--- src/rtl/adsr_envelope_if.sv ---
// Control/level bundle between the note logic, one envelope voice and the synthesizer.
// The note logic drives the rates and the gate, and the envelope returns the volume.
interface adsr_envelope_if #(
  parameter int FRAC_BITS = 16
);
  logic                   sample_tick_in;
  logic                   gate_in;
  logic [FRAC_BITS+8:0]   attack_rate_in;
  logic [FRAC_BITS+8:0]   decay_rate_in;
  logic [8:0]             sustain_level_in;
  logic [FRAC_BITS+8:0]   release_rate_in;
  logic [8:0]             vol_out;
  logic                   active_out;

  modport master (
    output sample_tick_in, gate_in, attack_rate_in, decay_rate_in,
           sustain_level_in, release_rate_in,
    input  vol_out, active_out
  );

  modport slave (
    input  sample_tick_in, gate_in, attack_rate_in, decay_rate_in,
           sustain_level_in, release_rate_in,
    output vol_out, active_out
  );
endinterface

--- src/rtl/adsr_envelope.sv ---
// Per-voice ADSR envelope generator. It keeps a Q9.FRAC_BITS level that advances on each
// sample tick, and it exposes the integer part of that level as the synthesizer volume.
module adsr_envelope #(
  parameter int FRAC_BITS = 16,
  parameter int MAX_LEVEL = 256
) (
  input  logic              clk_in,
  input  logic              rst_in,
  adsr_envelope_if.slave    env
);

  localparam int LW = FRAC_BITS + 9;

  localparam logic [2:0] ST_IDLE    = 3'd0;
  localparam logic [2:0] ST_ATTACK  = 3'd1;
  localparam logic [2:0] ST_DECAY   = 3'd2;
  localparam logic [2:0] ST_SUSTAIN = 3'd3;
  localparam logic [2:0] ST_RELEASE = 3'd4;

  localparam logic [8:0]  MAX_VOL = 9'(MAX_LEVEL);
  localparam logic [LW:0] PEAK_X  = {1'b0, MAX_VOL, {FRAC_BITS{1'b0}}};

  logic [2:0]    state_q, state_d;
  logic [LW-1:0] lvl_q, lvl_d;
  logic          gate_q, gate_d;
  logic          gate_prev_q, gate_prev_d;
  logic          active_q, active_d;

  logic          gate_rise;
  logic          gate_fall;
  logic [8:0]    sus_clamped;
  logic [LW:0]   lvl_x;
  logic [LW:0]   sus_x;
  logic [LW:0]   attack_sum;
  logic [LW:0]   decay_floor;

  // Every level compare is done one bit wider, so that a sum can never wrap.
  always_comb begin
    gate_rise   = gate_q & ~gate_prev_q;
    gate_fall   = ~gate_q & gate_prev_q;
    sus_clamped = (env.sustain_level_in > MAX_VOL) ? MAX_VOL : env.sustain_level_in;
    lvl_x       = {1'b0, lvl_q};
    sus_x       = {1'b0, sus_clamped, {FRAC_BITS{1'b0}}};
    attack_sum  = lvl_x + {1'b0, env.attack_rate_in};
    decay_floor = sus_x + {1'b0, env.decay_rate_in};
  end

  // A pending gate edge wins over a tick, so the new state's arithmetic starts on the next tick.
  always_comb begin
    state_d     = state_q;
    lvl_d       = lvl_q;
    gate_d      = env.gate_in;
    gate_prev_d = gate_q;

    if (gate_rise) begin
      state_d = ST_ATTACK;
    end else if (gate_fall && (state_q == ST_ATTACK || state_q == ST_DECAY ||
                               state_q == ST_SUSTAIN)) begin
      state_d = ST_RELEASE;
    end else if (env.sample_tick_in) begin
      case (state_q)
        ST_IDLE: begin
          lvl_d = '0;
        end
        ST_ATTACK: begin
          if (env.attack_rate_in == '0 || attack_sum >= PEAK_X) begin
            lvl_d   = PEAK_X[LW-1:0];
            state_d = ST_DECAY;
          end else begin
            lvl_d = attack_sum[LW-1:0];
          end
        end
        ST_DECAY: begin
          if (env.decay_rate_in == '0 || lvl_x <= decay_floor) begin
            lvl_d   = sus_x[LW-1:0];
            state_d = ST_SUSTAIN;
          end else begin
            lvl_d = lvl_q - env.decay_rate_in;
          end
        end
        ST_SUSTAIN: begin
          lvl_d = sus_x[LW-1:0];
        end
        ST_RELEASE: begin
          if (env.release_rate_in == '0 || lvl_q <= env.release_rate_in) begin
            lvl_d   = '0;
            state_d = ST_IDLE;
          end else begin
            lvl_d = lvl_q - env.release_rate_in;
          end
        end
        default: begin
          lvl_d   = '0;
          state_d = ST_IDLE;
        end
      endcase
    end

    active_d = (state_d != ST_IDLE);
  end

  always_ff @(posedge clk_in or negedge rst_in) begin
    if (!rst_in) begin
      state_q     <= ST_IDLE;
      lvl_q       <= '0;
      gate_q      <= 1'b0;
      gate_prev_q <= 1'b0;
      active_q    <= 1'b0;
    end else begin
      state_q     <= state_d;
      lvl_q       <= lvl_d;
      gate_q      <= gate_d;
      gate_prev_q <= gate_prev_d;
      active_q    <= active_d;
    end
  end

  assign env.vol_out    = lvl_q[LW-1:FRAC_BITS];
  assign env.active_out = active_q;

  lvl_within_peak: assert property (@(posedge clk_in) disable iff (!rst_in)
    lvl_q <= PEAK_X[LW-1:0]);

  state_is_legal: assert property (@(posedge clk_in) disable iff (!rst_in)
    state_q <= ST_RELEASE);

endmodule
--- src/flat_wrapper.sv ---
// flat-port wrapper written by rule: the top's interface ports become plain ports
module adsr_envelope_flat 
#(
  parameter int FRAC_BITS = 16,
  parameter int MAX_LEVEL = 256
)
  (clk_in, rst_in, env_sample_tick_in, env_gate_in, env_attack_rate_in, env_decay_rate_in, env_sustain_level_in, env_release_rate_in, env_vol_out, env_active_out);
  adsr_envelope_if #(.FRAC_BITS(FRAC_BITS)) env_i ();
  input  logic clk_in;
  input  logic rst_in;
  input wire logic [$bits(env_i.sample_tick_in)-1:0] env_sample_tick_in;
  input wire logic [$bits(env_i.gate_in)-1:0] env_gate_in;
  input wire logic [$bits(env_i.attack_rate_in)-1:0] env_attack_rate_in;
  input wire logic [$bits(env_i.decay_rate_in)-1:0] env_decay_rate_in;
  input wire logic [$bits(env_i.sustain_level_in)-1:0] env_sustain_level_in;
  input wire logic [$bits(env_i.release_rate_in)-1:0] env_release_rate_in;
  output wire logic [$bits(env_i.vol_out)-1:0] env_vol_out;
  output wire logic [$bits(env_i.active_out)-1:0] env_active_out;
  assign env_i.sample_tick_in = env_sample_tick_in;
  assign env_i.gate_in = env_gate_in;
  assign env_i.attack_rate_in = env_attack_rate_in;
  assign env_i.decay_rate_in = env_decay_rate_in;
  assign env_i.sustain_level_in = env_sustain_level_in;
  assign env_i.release_rate_in = env_release_rate_in;
  assign env_vol_out = env_i.vol_out;
  assign env_active_out = env_i.active_out;
  adsr_envelope #(.FRAC_BITS(FRAC_BITS), .MAX_LEVEL(MAX_LEVEL)) u_core (.clk_in(clk_in), .rst_in(rst_in), .env(env_i));
endmodule
--- config.mk ---
export PLATFORM = sky130hd
export DESIGN_NAME = adsr_envelope_flat
export DESIGN_NICKNAME = d
export VERILOG_FILES = /design/src/rtl/adsr_envelope_if.sv /design/src/rtl/adsr_envelope.sv /design/src/flat_wrapper.sv
export SDC_FILE = /design/constraint.sdc
export NUM_CORES = 1
export LEC_CHECK = 0
export ABC_CLOCK_PERIOD_IN_PS = 7100
export BUFFER_PORTS_ARGS = -buffer_cell sky130_fd_sc_hd__buf_2
export CORE_MARGIN = 5
export CORE_UTILIZATION = 60
export DETAILED_ROUTE_END_ITERATION = 8
export GPL_ROUTABILITY_DRIVEN = 0
export GPL_TIMING_DRIVEN = 0
export PLACE_DENSITY = 0.95
export SLEW_MARGIN = 30
export SYNTH_ARGS = -nofsm -noshare
export SYNTH_HDL_FRONTEND = slang
export SYNTH_SLANG_ARGS = --single-unit
--- constraint.sdc ---
create_clock -name clk_in -period 7.1 [get_ports clk_in]
set_clock_uncertainty 0.05 [all_clocks]
set_input_delay 1.065 -clock clk_in [delete_from_list [all_inputs] [get_ports clk_in]]
set_output_delay 1.065 -clock clk_in [all_outputs]
set_load 0.005 [all_outputs]
==> After elaboration in Yosys (flattened, before gate mapping) <==
Index checks and enable logic that the tools add are counted.
{ "op_classes": {"n_eq_ne": 4, "addsub": 4, "n_reduce_logical": 13, "bitwise": 6, "magnitude_cmp": 4, "mux": 12} }
{ "ops": {"columns": ["operator", "count"], "rows": [
  ["$pmux W25 S4", 1],
  ["$logic_not A25 Y1", 3],
  ["$mux W25", 3],
  ["$add A25 B25 Y26", 2],
  ["$sub A25 B25 Y25", 2],
  ["$ge A26 B25 Y1 const B", 1],
  ["$le A25 B26 Y1", 1],
  ["$le A25 B25 Y1", 1],
  ["$mux W3", 6],
  ["$pmux W3 S4", 1],
  ["$gt A9 B9 Y1 const B", 1],
  ["$mux W9", 1],
  ["$eq A3 B2 Y1 const B", 2],
  ["$logic_or A1 B1 Y1", 5],
  ["$not A1 Y1", 4],
  ["$eq A3 B1 Y1 const B", 1],
  ["$eq A3 B3 Y1 const B", 1],
  ["$logic_not A3 Y1", 1],
  ["$reduce_and A3 Y1", 1],
  ["$reduce_bool A3 Y1", 1],
  ["$and A1 B1 Y1", 2],
  ["$reduce_or A2 Y1", 1],
  ["$logic_and A1 B1 Y1", 1]
]} }
{ "word_totals": {"register_bits": 31, "in_bits": 88, "elab_cells": 48, "output_inout_bits": 10} }

==> Longest topological paths before layout <==
{ "depth": {"word_depth": 11, "ltp_mapped": 22, "depth_no_buf": 20} }

==> Worst setup path before layout <==
No wires, ideal clock.
{ "synth_timing": {"path_kind": "input-to-reg", "start": "input env_sustain_level_in[8]", "end": "register u_core.lvl_q[18]", "arrival_time_ps": 5058, "setup_time_ps": 90, "path_slack_ps": 1903, "required_time_ps": 6960, "path_buffers": 2, "cell_stages": 21, "path_cell_list": "clkbuf_1 nor2b_1 ha_1 fa_1 a21o_1 a21o_1 maj3_1 a21oi_1 o21bai_1 a21oi_1 xnor2_1 ha_1 nand3_1 nor3b_1 and4_1 a211oi_1 o41ai_4 nor2_2 buf_2 nand2_1 o2111ai_1"} }
{ "synth_via": {"elab_chain_cells": 7} }
{ "synth_lines": {"columns": ["item", "line", "source"], "rows": [
  ["from (decl)", "flat_wrapper.sv:15", "input wire logic [$bits(env_i.sustain_level_in)-1:0] env_sustain_level_in;"],
  ["$gt A9 B9 Y1", "adsr_envelope.sv:41", "sus_clamped = (env.sustain_level_in > MAX_VOL) ? MAX_VOL : env.sustain_level_in;"],
  ["$mux W9 (*)", "adsr_envelope.sv:41", null],
  ["$add A25 B25 Y26", "adsr_envelope.sv:45", "decay_floor = sus_x + {1'b0, env.decay_rate_in};"],
  ["$le A25 B26 Y1", "adsr_envelope.sv:74", "if (env.decay_rate_in == '0 || lvl_x <= decay_floor) begin"],
  ["$logic_or A1 B1 Y1", "adsr_envelope.sv:74", null],
  ["$mux W25", "adsr_envelope.sv:74", null],
  ["$pmux W25 S4 (*)", "adsr_envelope.sv:61", "case (state_q)"],
  ["to (signal assigned)", "adsr_envelope.sv:111", "lvl_q <= lvl_d;"],
  ["to (decl)", "adsr_envelope.sv:24", "logic [LW-1:0] lvl_q, lvl_d;"]
]} }
Mark *: on every way between the ends. The rest lies on a longest branch, timed or not.
A chain may end at the register's enable or synchronous reset.

==> Worst setup path after layout <==
{ "layout_timing": {"start": "input env_sustain_level_in[8]", "end": "register u_core.lvl_q[21]"} }
The elaborated chain is that of the path after synthesis.

==> results.ini <==
[status]
status = completed

[timing]
slew_viol_final = 0
final_hold_viol_count = 0
period_share_pct = 85.0
relSlewSlack_pct = 49.1
period_needed_ps = 6040
tightest_slew_ps = 763
setup_viol_count_final = 0
fmax_mhz = 166
fin_tns_setup_ps = 0
grt_setup_unrepaired = no
worst_slack_ps = 1060

[placed_design]
dp_cells = 1070
dp_hpwl_um = 16600
io_buffers = 97
pre_cts_ws_ps = 873
post_dp_cell_area_sq_mm = 0.00697

[global_route]
grt_pass1_wl_um = 32300
antenna_found_initial = 0
track_usage_pct = 30.9
grt_pass1_vias = 6815
overflow = 0
grt_max_degree = 32

[clock_tree]
cts_buffers = 5
cts_tree = done
ctsHtreeMaxLevel = 2
ctsHoldBuffers = 0
postCtsSetupBuffers = 0
clk_latency_ps = 300
clkSinkCount = 31
cts_resized = 0
clock_path_buffers = 2
cts.clk_slew.worst_paths_ps = 70
cts_root_buf = clkbuf_8

[critical_path]
crit_buf_inv = 3
crit_path_cell_trace = buf_2, clkbuf_1, nor2b_1, ha_1, fa_1, a21o_1, a21o_1, maj3_1, a21oi_1, o21bai_1, a21oi_1, xnor2_1, ha_1, nand3_1, nor3b_1, and4_1, a211oi_1, o41ai_4, nor2_2, buf_2, nand2_1, o221ai_1
worst_setup_path_end_kind = flop
path_delay_family = compound AO/OA/AOI/OAI gates
slowest_stage = clkbuf_1
worstPathRequired_ps = 7250
cp-start-kind = input pin
crit_fanout = 10
r2r_cells = 13
criticalPathCategory = in2reg
slowest_delay_ps = 420
reg2reg_to = u_core.lvl_q[21]$_DFFE_PN0P_
r2r_slack_ps = 3110
rr_startpoint = u_core.lvl_q[0]$_DFFE_PN0P_
cp_data_arrival_time_ps = 6190

[floorplan]
floorplan.initialDensity_pct = 61.5
ios = 98
design.core.area_sq_mm = 0.0103
row_count = 37
die_y_um = 113
fp.dieW_um = 113
die_area_sq_mm = 0.0127

[synthesis]
yosysWarningCount = 0
avgSynthCellArea_sq_um = 7.55
yosysTopAreaCellShare_pct = 18.0
synth_cell_types = 76
synth_sequential_area_ratio_pct = 12.3
synthArstFlopShare_pct = 100
synth_edf_count = 0
yosysTopAreaCell = ha_1
ys_ff_latch = 31
synth_fp_nets = 1020
yosys-top-cells-area = ha_1 (18%), dfrtp_1 (12%), xnor2_1 (6.4%), a21oi_1 (5.9%), inv_1 (4.4%)
syn_area_sq_mm = 0.00632
ys.flop_type = dfrtp_1
syn_inst = 837

[route]
viasPerCell = 6.68
vias = 7196
avgRoutedWirePerCell_um = 18.8
drc_errors = 0
drtIter0Drc = 757
drtPass1Iterations = 7
drt_wl_total_um = 20200
antenna_left = 0

[final_layout]
multiInputGateArea_sq_mm = 0.00511
nNetsFinal = 1124
n_antenna_cell = 0
register_area_sq_um = 776
postLayoutCellArea_sq_mm = 0.00708
stdcell_count = 1078
n_fill_cell = 808
drive_gt1_share_pct = 13.9
syn_to_final_growth_pct = 12.0

[power]
powerDensity_mw_per_mm2 = 264
leakagePower_nw = 3.59
p_total_mw = 1.87
irDropWorstVdd_v = 0.000133

[worst_hold_path]
hold_depth = 0
hold_start = u_core.gate_prev_d$_DFF_PN0_
hold_end = u_core.gate_prev_q$_DFF_PN0_
hp-class = reg2reg

[flow_run]
drv_cap = 0

-- metal layers --
| metal | part of all wire [%] | vias to the layer above | GRT usage, % |
|---|---|---|---|
| met5 | 0 | - | 0 |
| met4 | 5.5 | 0 | 16.5 |
| met3 | 11 | 103 | 4.53 |
| met2 | 44 | 514 | 49.1 |
| met1 | 39 | 3244 | 40.3 |
| li1 | - | 3335 | - |
-- synth_stat cells (3+ instances only) --
| library cell | instances |
|---|---|
| a21o_1 | 29 |
| o221ai_1 | 5 |
| and3_1 | 13 |
| and4_1 | 5 |
| dfrtp_1 | 31 |
| nor2b_1 | 15 |
| clkbuf_1 | 14 |
| a221oi_1 | 5 |
| o21a_1 | 8 |
| a221o_1 | 9 |
| nand4_1 | 9 |
| ha_1 | 91 |
| o21ai_1 | 16 |
| nor3_1 | 13 |
| inv_1 | 74 |
| nor3b_1 | 4 |
| nand2_1 | 61 |
| xnor2_1 | 46 |
| nor4_1 | 15 |
| a22oi_1 | 18 |
| o31ai_1 | 3 |
| nand2b_1 | 11 |
| fa_1 | 4 |
| o21ai_0 | 30 |
| o211ai_1 | 13 |
| a21oi_1 | 75 |
| a31oi_1 | 11 |
| a41oi_1 | 3 |
| and2_1 | 12 |
| a21boi_0 | 3 |
| buf_2 | 3 |
| a211oi_1 | 10 |
| or3_1 | 4 |
| nand3_1 | 21 |
| buf_4 | 9 |
| a311oi_1 | 3 |
| xor2_1 | 23 |
| a22o_1 | 5 |
| o21bai_1 | 8 |
| nor2_1 | 55 |
-- per-stage QoR --
| stage | utilization, % | hold WS [ps] |
|---|---|---|
| after CTS | 68.9 | 383 |
| after global placement | 67.9 | 366 |
| after detailed placement | 67.9 | 362 |
| after global routing | 68.9 | 403 |
| after floorplan | - | 337 |
| final | 68.9 | 385 |
-- final cells by class --
| class | count | area share (%) |
|---|---|---|
| repair buffers | 97 | 6.86 |
| inverters | 75 | 3.98 |
| multi-input cells | 702 | 72.2 |
| plain buffers | 29 | 2.17 |
| well taps | 136 | 2.40 |
| clock buffers | 7 | 1.36 |
| clock inverters | 1 | 0.106 |
| flip-flops and latches | 31 | 11.0 |
-- layout by cell type (no fill, tap or decap), drive strengths merged, types with 15 or more instances in the layout --
cell,Yosys,layout
nor4,15,15
nor2,56,56
ha,91,91
clkbuf,14,21
a22oi,18,18
nand2,61,61
inv,75,75
a21oi,75,75
o21ai,46,46
xor2,23,23
a21o,29,29
buf,15,112
dfrtp,31,31
nor2b,15,15
nand3,21,21
xnor2,46,46
-- power breakdown --
part	leakage, nW	internal (mW)	total (mW)	switching (mW)
sequential	0.419	0.226	0.325	0.0989
clock	0.0505	0.0883	0.166	0.0777
combinational	3.12	0.576	1.38	0.801
-- cells by family after synthesis --
| logic type | synth area share, % |
|---|---|
| AO/OA/AOI/OAI | 32.0 |
| XOR/XNOR | 9.56 |
| adder cells (fa/ha/maj) | 19.4 |
| buffers and inverters | 6.89 |
| flip-flops | 12.3 |
| multiplexers | 0.158 |
| AND/OR/NAND/NOR | 19.7 |
-- registers in the layout (all words and copies together), names as in the netlist --
| signal | count |
|---|---|
| u_core.gate_prev_d | 1 |
| u_core.gate_prev_q | 1 |
| u_core.state_q | 3 |
| u_core.lvl_q | 25 |
| u_core.env.active_out | 1 |
-- worst max path at each step --
stage / from / to / cells past startpoint
detailed placement: env_sustain_level_in[8] / u_core.lvl_q[21]$_DFFE_PN0P_ / 22
global route: env_sustain_level_in[8] / u_core.lvl_q[18]$_DFFE_PN0P_ / 22
finish: env_sustain_level_in[8] / u_core.lvl_q[21]$_DFFE_PN0P_ / 22
global placement: env_sustain_level_in[8] / u_core.lvl_q[21]$_DFFE_PN0P_ / 22
floorplan: env_sustain_level_in[8] / u_core.lvl_q[18]$_DFFE_PN0P_ / 21
CTS: env_sustain_level_in[8] / u_core.lvl_q[21]$_DFFE_PN0P_ / 22
No activity file was read; power rests on OpenSTA's default activity.
